`src/rtl/oddr_pattern_sequencer.sv`:
```
// Serialises a configured pattern word into D1/D2 bit pairs for an ODDR, in bursts or continuously.
// Latency: first pair on oddr_d1/oddr_d2 two clocks after enable is sampled in IDLE; one pair per clock.
// Backpressure: none; enable is only re-evaluated at word boundaries, so a word is never truncated.
module oddr_pattern_sequencer #(
  parameter int PATTERN_W = 16,
  parameter int CNT_W     = 8,
  parameter int GAP_W     = 8
) (
  input  logic                 clk,
  input  logic                 rst_n,
  input  logic                 enable,
  input  logic [PATTERN_W-1:0] cfg_pattern,
  input  logic [CNT_W-1:0]     cfg_repeat,
  input  logic [GAP_W-1:0]     cfg_gap,
  input  logic                 cfg_idle_level,
  output logic                 oddr_d1,
  output logic                 oddr_d2,
  output logic                 oddr_ce,
  output logic                 busy,
  output logic                 word_done,
  output logic                 burst_done,
  output logic [CNT_W-1:0]     words_sent
);

  localparam int PAIRS = PATTERN_W / 2;
  localparam int PC_W  = (PAIRS > 1) ? $clog2(PAIRS) : 1;
  localparam logic [PC_W-1:0] PC_LAST = PC_W'(PAIRS - 1);

  typedef enum logic [2:0] {
    S_IDLE,
    S_LOAD,
    S_SHIFT,
    S_GAP,
    S_HOLD
  } state_t;

  state_t               state;
  logic [PATTERN_W-1:0] sr;
  logic [PATTERN_W-1:0] pat_q;
  logic [CNT_W-1:0]     rep_q;
  logic [GAP_W-1:0]     gap_q;
  logic                 idle_q;
  logic [PC_W-1:0]      pair_cnt;
  logic [GAP_W-1:0]     gap_cnt;
  logic                 stop_req;
  logic [CNT_W-1:0]     ws_inc;

  assign ws_inc = words_sent + CNT_W'(1);

  always_ff @(posedge clk or negedge rst_n) begin
    if (!rst_n) begin
      state      <= S_IDLE;
      sr         <= '0;
      pat_q      <= '0;
      rep_q      <= '0;
      gap_q      <= '0;
      idle_q     <= 1'b0;
      pair_cnt   <= '0;
      gap_cnt    <= '0;
      stop_req   <= 1'b0;
      oddr_d1    <= 1'b0;
      oddr_d2    <= 1'b0;
      oddr_ce    <= 1'b0;
      busy       <= 1'b0;
      word_done  <= 1'b0;
      burst_done <= 1'b0;
      words_sent <= '0;
    end else begin
      oddr_ce    <= 1'b1;
      word_done  <= 1'b0;
      burst_done <= 1'b0;
      case (state)
        S_IDLE: begin
          oddr_d1 <= cfg_idle_level;
          oddr_d2 <= cfg_idle_level;
          busy    <= enable;
          if (enable) state <= S_LOAD;
        end
        S_LOAD: begin
          pat_q      <= cfg_pattern;
          sr         <= cfg_pattern;
          rep_q      <= cfg_repeat;
          gap_q      <= cfg_gap;
          idle_q     <= cfg_idle_level;
          oddr_d1    <= cfg_idle_level;
          oddr_d2    <= cfg_idle_level;
          words_sent <= '0;
          pair_cnt   <= '0;
          busy       <= 1'b1;
          state      <= S_SHIFT;
        end
        S_SHIFT: begin
          oddr_d1 <= sr[PATTERN_W-1];
          oddr_d2 <= sr[PATTERN_W-2];
          sr      <= sr << 2;
          if (pair_cnt == PC_LAST) begin
            // End-of-word decision: burst count, then enable, then gap length.
            pair_cnt   <= '0;
            word_done  <= 1'b1;
            words_sent <= ws_inc;
            if (rep_q != '0 && ws_inc == rep_q) begin
              burst_done <= 1'b1;
              busy       <= 1'b0;
              state      <= S_HOLD;
            end else if (!enable) begin
              burst_done <= 1'b1;
              busy       <= 1'b0;
              state      <= S_IDLE;
            end else if (gap_q == '0) begin
              sr <= pat_q;
            end else begin
              gap_cnt  <= '0;
              stop_req <= 1'b0;
              state    <= S_GAP;
            end
          end else begin
            pair_cnt <= pair_cnt + PC_W'(1);
          end
        end
        S_GAP: begin
          oddr_d1 <= idle_q;
          oddr_d2 <= idle_q;
          if (!enable) stop_req <= 1'b1;
          if (gap_cnt == gap_q - GAP_W'(1)) begin
            if (stop_req || !enable) begin
              burst_done <= 1'b1;
              busy       <= 1'b0;
              state      <= S_IDLE;
            end else begin
              sr    <= pat_q;
              state <= S_SHIFT;
            end
          end else begin
            gap_cnt <= gap_cnt + GAP_W'(1);
          end
        end
        S_HOLD: begin
          oddr_d1 <= idle_q;
          oddr_d2 <= idle_q;
          busy    <= 1'b0;
          if (!enable) state <= S_IDLE;
        end
        default: begin
          busy  <= 1'b0;
          state <= S_IDLE;
        end
      endcase
    end
  end

endmodule

```
`config.mk`:
```
export PLATFORM = sky130hd
export DESIGN_NAME = oddr_pattern_sequencer
export DESIGN_NICKNAME = d
export VERILOG_FILES = /design/src/rtl/oddr_pattern_sequencer.sv
export SDC_FILE = /design/constraint.sdc
export NUM_CORES = 1
export LEC_CHECK = 0
export CAP_MARGIN = 30
export CORE_UTILIZATION = 60
export DETAILED_ROUTE_END_ITERATION = 8
export DONT_BUFFER_PORTS = 1
export PLACE_DENSITY = 0.76
export SYNTH_ARGS = -nofsm -noshare
export SYNTH_HDL_FRONTEND = slang
export SYNTH_SLANG_ARGS = --single-unit
```
`constraint.sdc`:
```
create_clock -name clk -period 3.4 [get_ports clk]
set_input_delay 0.68 -clock clk [delete_from_list [all_inputs] [get_ports clk]]
set_output_delay 0.68 -clock clk [all_outputs]
set_load 0.05 [all_outputs]
```
=== Yosys cells after proc, flatten, opt, wreduce, memory -nomap -nowiden ===
Cells that the tools add are included.

* Add/sub/neg operators: 4
* Multiply operators: 0
* Divide/modulo/power cells: 0
* Order comparisons: 0
* Equal/unequal tests: 20
* Shift-type cells: 0
* Muxes and demuxes: 48
* Bitwise operators: 0
* Reduce and logical (&&, ||, !) cells: 18

{| class="wikitable"
|+ Operators with widths
! operator !! count
|-
| $mux 16 || 6
|-
| $mux 8 || 6
|-
| $pmux 16 s3 || 1
|-
| $pmux 8 s2 || 2
|-
| $mux 3 || 8
|-
| $ne 2x2->1 const B || 11
|-
| $mux 1 || 17
|-
| $add 8x1->8 const B || 2
|-
| $eq 8x8->1 || 2
|-
| $pmux 3 s5 || 1
|-
| $reduce_and 6->1 || 2
|-
| $logic_not 8->1 || 1
|-
| $reduce_bool 8->1 || 1
|-
| $sub 8x1->8 const B || 1
|-
| $eq 3x2->1 const B || 2
|-
| $eq 3x3->1 const B || 2
|-
| $pmux 1 s3 || 2
|-
| $pmux 3 s2 || 1
|-
| $reduce_bool 3->1 || 2
|-
| $reduce_and 5->1 || 1
|-
| $ne 4x4->1 const B || 1
|-
| $pmux 1 s2 || 2
|-
| $pmux 1 s4 || 1
|-
| $reduce_and 4->1 || 1
|-
| other kinds (12) || 14
|}

* Flip-flop bits (word level): 78
* Bits in latches: 0
* Bits in writable memories: 0
* ROM bits: 0
* Output and inout port bits: 14
* Logic and storage cells: 106
* Memories kept: 0

=== Logic depth before layout (Yosys ltp) ===
Gate-level depths: netlist (run 1).

* Depth after elaboration: 6
* Depth in mapped cells: 10
* Mapped depth without buffers: 8

=== Worst setup path before layout (run 1) ===
No wires, ideal clock.

* Path kind: flip-flop to flip-flop
* From: reg words_sent[0]
* To: reg sr[12]
* Setup time: 0.084 ns
* Arrival time: 2.689 ns
* Data required time: 3.316 ns
* Path slack: 0.628 ns
* Stages on the path, launching flop included: 9
* Cells stage by stage: dfrtp_1 > ha_1 > and3_1 > nor2_1 > o32ai_1 > o311a_4 > buf_6 > mux2_4 > a41oi_2

* Cells in the longest elaborated chain, start to end: 6

{| class="wikitable"
|+ RTL lines
! what !! RTL line !! source
|-
| from (decl) || 22 || <nowiki>output logic [CNT_W-1:0] words_sent</nowiki>
|-
| from (signal assigned) || 100 || <nowiki>words_sent <= ws_inc;</nowiki>
|-
| $add 8x1->8 || 48 || <nowiki>assign ws_inc = words_sent + CNT_W'(1);</nowiki>
|-
| $eq 8x8->1 || 101 || <nowiki>if (rep_q != '0 && ws_inc == rep_q) begin</nowiki>
|-
| $logic_and 1x1->1 || 101 ||
|-
| $mux 16 || 101 ||
|-
| $mux 16 || 96 || <nowiki>if (pair_cnt == PC_LAST) begin</nowiki>
|-
| $pmux 16 s3 || 72 || <nowiki>case (state)</nowiki>
|-
| to (signal assigned) || 81 || <nowiki>sr <= cfg_pattern;</nowiki>
|-
| to (signal assigned) || 95 || <nowiki>sr <= sr << 2;</nowiki>
|-
| to (signal assigned) || 110 || <nowiki>sr <= pat_q;</nowiki>
|-
| to (decl) || 38 || <nowiki>logic [PATTERN_W-1:0] sr;</nowiki>
|}

No other way between the ends.
A chain may end at the register's enable or synchronous reset.

=== Final worst setup path (run 1) ===
* From: reg words_sent[2]
* To: reg sr[3]

Same word-level chain as after synthesis.

==> results of run 1 <==
## cells in the final DEF (no fill, tap or decap), types with 3 or more instances in the layout
cell,n
and3_1,5
nand3_1,25
clkbuf_8,9
or4_1,5
xor2_1,7
a41oi_2,10
a21oi_1,19
ha_1,6
xnor2_1,9
nor2_1,15
o211ai_1,4
buf_4,11
nand2_1,152
a41oi_1,6
nand2b_1,4
and2_1,3
o311ai_0,3
mux2i_1,4
and4_1,3
inv_1,17
o21ai_0,29
o31ai_1,8
mux2_1,4
dfrtp_1,78
a31oi_1,5
nor3_1,25
mux2_4,10
nand4_1,5
## stage by stage
step	cell area, um^2	instances	power, mW
2_1_floorplan	4600	534	0.952
3_3_place_gp	4660	609	0.951
3_5_place_dp	4670	610	0.951
4_1_cts	4900	628	1.67
5_1_grt	4900	628	1.71
6_report	4900	628	1.66
## power breakdown
group	leakage [nW]	switching, mW	internal [mW]	total [mW]
Combinational	1.18	0.0193	0.00555	0.0248
Clock	0.0899	0.360	0.341	0.701
Sequential	0.879	0.00240	0.927	0.930
Total	2.15	0.381	1.27	1.66
## cell type report
class	count	area share [%]
timing repair buffer	13	2.45
clock buffer	11	2.68
tap	99	2.53
sequential	78	39.9
inverter	18	1.38
clock inverter	5	1.20
multi-input combinational	404	49.9
## sequential cells by signal, summed over array words and instances (netlist names), 3 cells and up
register	count
pat_q	16
sr	16
gap_cnt	8
gap_q	8
rep_q	8
words_sent	8
pair_cnt	3
state	3
## worst register-to-register path, cell delays in order, from the launching register on
cell and delay (ns):
dfrtp_1 0.83, and3_1 0.34, nor2_1 0.06, o32ai_1 0.55
o311a_4 0.45, mux2_1 0.36, a41oi_1 0.22
## worst max path at each step
stage	slack, ns	end	start	cells after the start
2_1_floorplan	0.63	sr[12]$_DFFE_PN0P_	words_sent[0]$_DFFE_PN0P_	8
3_3_place_gp	0.63	sr[3]$_DFFE_PN0P_	words_sent[2]$_DFFE_PN0P_	6
3_5_place_dp	0.51	sr[3]$_DFFE_PN0P_	words_sent[2]$_DFFE_PN0P_	6
4_1_cts	0.52	sr[3]$_DFFE_PN0P_	words_sent[2]$_DFFE_PN0P_	6
5_1_grt	0.28	sr[3]$_DFFE_PN0P_	words_sent[2]$_DFFE_PN0P_	6
6_report	0.52	sr[3]$_DFFE_PN0P_	words_sent[2]$_DFFE_PN0P_	6
## synthesized netlist by cell type (5+ instances only)
master	number
a41oi_1	6
a41oi_2	10
buf_2	6
and3_1	5
ha_1	6
nor2_1	16
xor2_1	7
nand4_1	5
mux2_4	10
o31ai_1	8
nand2_1	152
a21oi_1	19
clkbuf_1	24
a31oi_1	5
nand3_1	25
or4_1	5
inv_1	17
dfrtp_1	78
o21ai_0	29
xnor2_1	9
nor3_1	26
## layer usage
metal,part of all wire (%),global-route usage [%]
met1,44,41.0
met2,47,46.6
met3,6.9,8.50
met4,1.9,11.0
met5,0,0
## cell families after synthesis
family	share of synthesized area, %
mux	5.11
xor+xnor	3.04
fa+ha+maj	1.63
flops	42.4
compound gates	17.3
other cells	0.0814
buf+inv	4.73
simple gates	25.8
==> flow_metrics.tcl, run 1 <==
set metrics [dict create \
    slew_headroom_pct 46.6 \
    regArea_mm2 0.00195 \
    grt-ovfl-total 0 \
    nets 566 \
    die_x_um 89.6 \
    initial_core_util_pct 62.8 \
    cp.required_ns 3.68 \
    fp-row-count 31 \
    r2r_end "sr[3]$_DFFE_PN0P_" \
    h-tree-depth 3 \
    setup_slack_ns 0.517 \
    finalMaxSlewViolations 0 \
    synthCells 534 \
    core_area_mm2 0.00733 \
    maxCapViolCount 0 \
    multi_input_area_mm2 0.00244 \
    peakVddDrop_uv 275 \
    first_pass_iters 5 \
    post-cts-setup-buffers 0 \
    startpoint_type "flip-flop" \
    clock_skew_ns 0.0110 \
    avgRoutedWirePerCell_um 17.8 \
    dp_hpwl_mm 7.31 \
    ios 50 \
    synth_area_leaders "dfrtp_1 42%, nand2_1 12%, a41oi_2 3.5%" \
    cts-buffers-inserted 9 \
    final_antenna_net_count 0 \
    ys_seq_elements 78 \
    synth_top_area_cell "dfrtp_1" \
    worst_pin_slew_ns 0.801 \
    nFillCells 596 \
    crit_slowest_cell "dfrtp_1" \
    hold_class "input port to async pin" \
    hold_slack_ns 0.194 \
    cp_max_fo 14 \
    port_buffers 0 \
    grt_pass1_vias 3725 \
    period_share_pct 84.8 \
    grt_max_degree 65 \
    cts_resized 0 \
    via_per_inst 6.24 \
    clk_path_buf_depth 2 \
    yosysUniqueCellTypes 61 \
    cts_root_buf "clkbuf_8" \
    syn2layout_area_growth_pct 6.33 \
    final_core_util_pct 66.8 \
    path_clk_slew_ns 0.09 \
    seq_area_frac_synth_pct 42.4 \
    cts_tree "yes" \
    worstSetupEndpointType "flip-flop" \
    yosys.area.top_type_share_pct 42.4 \
    synth-main-ff-cell "dfrtp_1" \
    reg2regPathDepth 6 \
    dr_total_vias 3920 \
    clkSinkCount 78 \
    clk_latency_ns 0.37 \
    synth.avg_cell_area_um2 8.62 \
    drive_above_1_share_pct 10.6 \
    p_per_area_mw_per_mm2 338 \
    path_class "flip-flop to flip-flop" \
    final.setup.tns_ns 0 \
    yosys_warnings 0 \
    antenna_found_initial 0 \
    min_period_ns 2.88 \
    drtIter0Drc 294 \
    grt_usage_pct 30.3 \
    max_freq_ghz 0.347 \
    gp_congestion 0.877 \
    synthesis.nets 576 \
    status "finished clean" \
    slowest_delay_ns 0.83 \
    finalWirelength_mm 11.2 \
    remaining_drc_errors 0 \
    crit_family "compound AO/OA/AOI/OAI gates" \
    syn_area_mm2 0.00460 \
    hold_viol 0 \
    crit_chain "and3_1, nor2_1, o32ai_1, o311a_4, mux2_1, a41oi_1" \
    crit_buf_inv 0 \
    die-area_mm2 0.00803 \
    rr_startpoint "words_sent[2]$_DFFE_PN0P_" \
    r2r_setup_slack_ns 0.52 \
    holdBufCountCts 2 \
    grt_setup_unrepaired "false" \
    final-setup-viol-count 0 \
    post-place-ws_ns 0.511 \
    grt_pass1_wl_mm 18.2 \
    synth_edf_count 0 \
    leakage_nw 2.15 \
    async_flop_share_pct 100 \
    antenna_cells 0 \
    cp.arrival_ns 3.16 \
    die_h_um 89.6 \
]
(Power assumes the default switching activity.)
==> run 2: changes to the inputs <==
Settings changed: CORE_UTILIZATION 60 to 58.
Clock period 3.4 ns to 2.5 ns, I/O delays scaled along.
==> flow_metrics.tcl, run 2 (synthesis results as in run 1) <==
set metrics [dict create \
    fp-row-count 32 \
    max_freq_ghz 0.410 \
    final_antenna_net_count 0 \
    comb_power_share_pct 1.4 \
    reg_top3 "pat_q (16), sr (16)" \
    crit_slowest_cell "o311a_4" \
    final_common_cell "nand2_1" \
    startpoint_type "flip-flop" \
    ios 50 \
    die-area_mm2 0.00830 \
    regArea_mm2 0.00195 \
    hold_class "input port to async pin" \
    peakVddDrop_uv 301 \
    die_h_um 91.1 \
    die_x_um 91.1 \
    p_per_area_mw_per_mm2 437 \
    nFillCells 617 \
    clk_latency_ns 0.36 \
    first_pass_iters 5 \
    clockPowerShare_pct 41.5 \
    status "finished clean" \
    cts_tree "yes" \
    cp.arrival_ns 2.72 \
    grt_pass1_vias 3895 \
    remaining_drc_errors 0 \
    switching_share_pct 24.7 \
    finalMaxSlewViolations 0 \
    final_cell_mix "152 x nand2_1, 76 x dfrtp_1, 30 x buf_4" \
    final_core_util_pct 66.0 \
    cts-buffers-inserted 9 \
    grt_pass1_wl_mm 18.7 \
    syn2layout_area_growth_pct 10.2 \
    clk_path_buf_depth 2 \
    cts_root_buf "clkbuf_8" \
    hold_viol 0 \
    via_per_inst 6.16 \
    crit_chain "ha_2, xor2_1, a211oi_2, o211ai_2, o311a_4, buf_12, mux2_4, a41oi_2" \
    dp_hpwl_mm 7.45 \
    p_switching_mw 0.546 \
    drive_above_1_share_pct 15.5 \
    crit_buf_inv 1 \
    worstSetupEndpointType "flip-flop" \
    pwr-share-seq_pct 57.1 \
    cp_max_fo 9 \
    finalWirelength_mm 11.1 \
    port_buffers 0 \
    slew_headroom_pct 59.3 \
    drtIter0Drc 272 \
    initial_core_util_pct 59.9 \
    hold_slack_ns 0.0444 \
    antenna_cells 0 \
    clock_skew_ns 0.00929 \
    min_period_ns 2.44 \
    grt_setup_unrepaired "true" \
    grt_max_degree 79 \
    crit_family "compound AO/OA/AOI/OAI gates" \
    leakage_nw 2.25 \
    period_share_pct 97.6 \
    avgRoutedWirePerCell_um 17.1 \
    final-setup-viol-count 0 \
    grt_usage_pct 28.2 \
    multi_input_area_mm2 0.00246 \
    h-tree-depth 3 \
    dr_total_vias 4003 \
    worst_pin_slew_ns 0.606 \
    antenna_found_initial 0 \
    path_class "flip-flop to flip-flop" \
    internal_power_mw 1.67 \
    slowest_delay_ns 0.48 \
    grt-ovfl-total 0 \
    core_area_mm2 0.00769 \
    gp_congestion 0.893 \
    maxCapViolCount 0 \
    clkSinkCount 78 \
    path_clk_slew_ns 0.09 \
    cp.required_ns 2.78 \
    nets 585 \
]
[run 2: changes by cell type in the layout (fill, tap and decap cells not counted), moves of 2 or more]
cell	previous run	this run
dfrtp_1	78	76
clkbuf_1	2	0
dfrtp_2	0	2
inv_6	1	4
buf_4	11	30
[run 2: power by group through the flow]
| stage | Combinational (mW) | Clock [mW] | Sequential [mW] |
|---|---|---|---|
| global route | 0.0373 | 0.976 | 1.26 |
| detailed placement | 0.00318 | 0 | 1.29 |
| finish | 0.0314 | 0.920 | 1.26 |
| global placement | 0.00333 | 0 | 1.29 |
| CTS | 0.0331 | 0.923 | 1.26 |
| floorplan | 0.00434 | 0 | 1.29 |
[run 2: metrics by stage]
step	cells	TNS [ns]	instance area, um^2	total power [mW]	setup WS (ns)
floorplan	534	0	4620	1.29	0.0201
global placement	629	0	4800	1.29	0.118
detailed placement	629	0	4800	1.29	0.0449
CTS	646	0	5020	2.22	0.0169
global route	650	-0.115	5070	2.28	-0.0232
finish	650	0	5070	2.22	0.0607
[run 2: routing by layer]
layer,GRT usage [%],share of wire [%]
met1,38.7,44
met2,45.4,49
met3,5.95,6.4
met4,7.80,1.2
met5,0,0
[run 2: final cells by class]
cell class,instances,area share [%]
multi-input cells,404,48.6
flip-flops and latches,78,38.5
clock inverters,6,0.986
inverters,18,1.33
well taps,102,2.51
repair buffers,32,5.37
clock buffers,10,2.71
[run 2: path summary, 6_finish.rpt]
path                                                 from                   endpoint  slack, ns  cells past startpoint
worst min register to register         idle_q$_DFFE_PN0P_         idle_q$_DFFE_PN0P_       0.50                      2
worst max-delay path            words_sent[0]$_DFFE_PN0P_         sr[10]$_DFFE_PN0P_       0.06                      8
min in group clk                           cfg_pattern[3]       pat_q[3]$_DFFE_PN0P_       0.24                      2
max in group asynchronous                           rst_n  words_sent[1]$_DFFE_PN0P_       2.16                      1
worst max register to register  words_sent[0]$_DFFE_PN0P_         sr[10]$_DFFE_PN0P_       0.06                      8
worst min-delay path                                rst_n       state[2]$_DFFE_PN0P_       0.04                      1
[run 2: repair_timing]
| item | CTS | global route |
|---|---|---|
| endpoints found under the hold margin | 78 | 0 |
| setup buffers | 0 | 4 |
| hold buffers | 1 | 0 |
| gates resized for setup | 0 | 3 |
| setup endpoints to repair | 0 | 9 |
[run 2: worst reg2reg max path, delay by kind of cell, from the launching register on]
kind,cells,cell delay [ns]
buf+inv,1,0.17
compound gates,4,1.00
fa+ha+maj,1,0.31
flops,1,0.42
mux,1,0.30
xor+xnor,1,0.18
==> run 3: changes to the inputs <==
Settings changed: PLACE_DENSITY 0.76 to not set, PLACE_DENSITY_LB_ADDON set to 0.1.
==> flow_metrics.tcl, run 3 (synthesis results as in run 1) <==
set metrics [dict create \
    status "finished clean" \
    final_antenna_net_count 0 \
    drive_above_1_share_pct 15.6 \
    gp_congestion 0.853 \
    pwr-share-seq_pct 48.0 \
    clock_skew_ns 0.0147 \
    die_x_um 91.1 \
    startpoint_type "flip-flop" \
    grt_pass1_wl_mm 18.8 \
    final-setup-viol-count 0 \
    final.setup.tns_ns 0 \
    cts_root_buf "clkbuf_8" \
    die-area_mm2 0.00830 \
    avgRoutedWirePerCell_um 17.1 \
    reg_top3 "pat_q (16), sr (16)" \
    clk_latency_ns 0.36 \
    cp.required_ns 2.76 \
    antenna_cells 0 \
    syn2layout_area_growth_pct 13.1 \
    antenna_found_initial 0 \
    cp_max_fo 8 \
    finalPower_mw 2.63 \
    path_class "flip-flop to flip-flop" \
    internal_power_mw 2.14 \
    initial_core_util_pct 59.9 \
    die_h_um 91.1 \
    remaining_drc_errors 0 \
    leakage_nw 2.31 \
    period_share_pct 96.7 \
    drtIter0Drc 284 \
    port_buffers 0 \
    p_switching_mw 0.498 \
    finalWirelength_mm 11.1 \
    instances_no_fill 648 \
    nets 583 \
    hold_viol 0 \
    final_common_cell "nand2_1" \
    switching_share_pct 18.9 \
    setup_slack_ns 0.0829 \
    dp_hpwl_mm 7.41 \
    clk_path_buf_depth 2 \
    place_inst 626 \
    h-tree-depth 3 \
    peakVddDrop_uv 405 \
    fp-row-count 32 \
    worst_pin_slew_ns 0.719 \
    dr_total_vias 3959 \
    grt_usage_pct 28.6 \
    grt-ovfl-total 0 \
    p_per_area_mw_per_mm2 506 \
    via_per_inst 6.11 \
    max_freq_ghz 0.414 \
    core_area_mm2 0.00769 \
    hold_slack_ns 0.0442 \
    grt_max_degree 79 \
    cts_tree "yes" \
    ios 50 \
    cp.arrival_ns 2.68 \
    finalMaxSlewViolations 0 \
    maxCapViolCount 0 \
    comb_power_share_pct 1.2 \
    worstSetupEndpointType "flip-flop" \
    clockPowerShare_pct 50.8 \
    post-place-ws_ns -0.0125 \
    first_pass_iters 4 \
    min_period_ns 2.42 \
    hold_class "input port to async pin" \
    cts-buffers-inserted 9 \
    grt_pass1_vias 3848 \
    slew_headroom_pct 51.7 \
    path_clk_slew_ns 0.09 \
    clkSinkCount 78 \
    final_cell_mix "152 x nand2_1, 75 x dfrtp_1, 28 x o21ai_0" \
]
## run 3: cell types whose count changed in the layout (fill, tap and decap cells not counted), sizes merged
cell	delta
buf	-2
bufinv	+5
clkinv	+1
clkinvlp	-2
inv	-4
## run 3: layout make-up
class / instances / area [um^2]
Timing Repair Buffer: 30 / 265
Sequential cell: 78 / 1960
Clock buffer: 10 / 128
Tap cell: 102 / 128
Inverter: 18 / 67.6
Multi-Input combinational cell: 404 / 2510
Fill cell: 648 / 2480
Clock inverter: 6 / 159
## run 3: layer usage
| layer | global-route usage, % | share of wire, % | vias up |
|---|---|---|---|
| met3 | 5.44 | 4.9 | 7 |
| met1 | 40.1 | 46 | 1949 |
| met5 | 0 | 0 | - |
| li1 | - | - | 1899 |
| met4 | 6.88 | 0.73 | 0 |
| met2 | 46.0 | 48 | 104 |
## run 3: metrics by stage
stage	utilization [%]	instance area, um^2
after floorplan	-	4620
after global placement	62.2	4780
after detailed placement	62.2	4780
after CTS	66.4	5100
after global routing	67.8	5210
final	67.8	5210
## run 3: worst paths after layout
kind                                            from                         to  slack [ns]  cells after the start
min reg2reg                     rep_q[1]$_DFFE_PN0P_       rep_q[1]$_DFFE_PN0P_        0.51                      2
max in group asynchronous                      rst_n  words_sent[0]$_DFFE_PN0P_        2.15                      1
min                                            rst_n  words_sent[5]$_DFFE_PN0P_        0.04                      1
min in group clk                       cfg_repeat[4]       rep_q[4]$_DFFE_PN0P_        0.25                      2
max                        words_sent[0]$_DFFE_PN0P_          sr[8]$_DFFE_PN0P_        0.08                      8
max reg2reg                words_sent[0]$_DFFE_PN0P_          sr[8]$_DFFE_PN0P_        0.08                      8
## run 3: power groups by stage
stage	Combinational, mW	Sequential (mW)	Clock [mW]
floorplan	0.00434	1.29	0
global placement	0.00330	1.29	0
detailed placement	0.00324	1.29	0
CTS	0.0339	1.26	1.35
global route	0.0374	1.26	1.40
finish	0.0319	1.26	1.34
## run 3: repair_timing
action,CTS,global route
pin swaps,0,2
gates cloned,0,0
buffers inserted,0,5
endpoints found under the setup margin,1,20
endpoints found under the hold margin,78,0
hold buffers,1,0
resized for setup,1,11
## run 3: critical path, stage by stage, from the launching register on
cell	delay, ns
dfrtp_2	0.46
ha_2	0.25
or2_2	0.30
and4b_1	0.23
o32ai_4	0.18
o311a_4	0.31
buf_12	0.14
mux2_4	0.30
a41oi_2	0.16
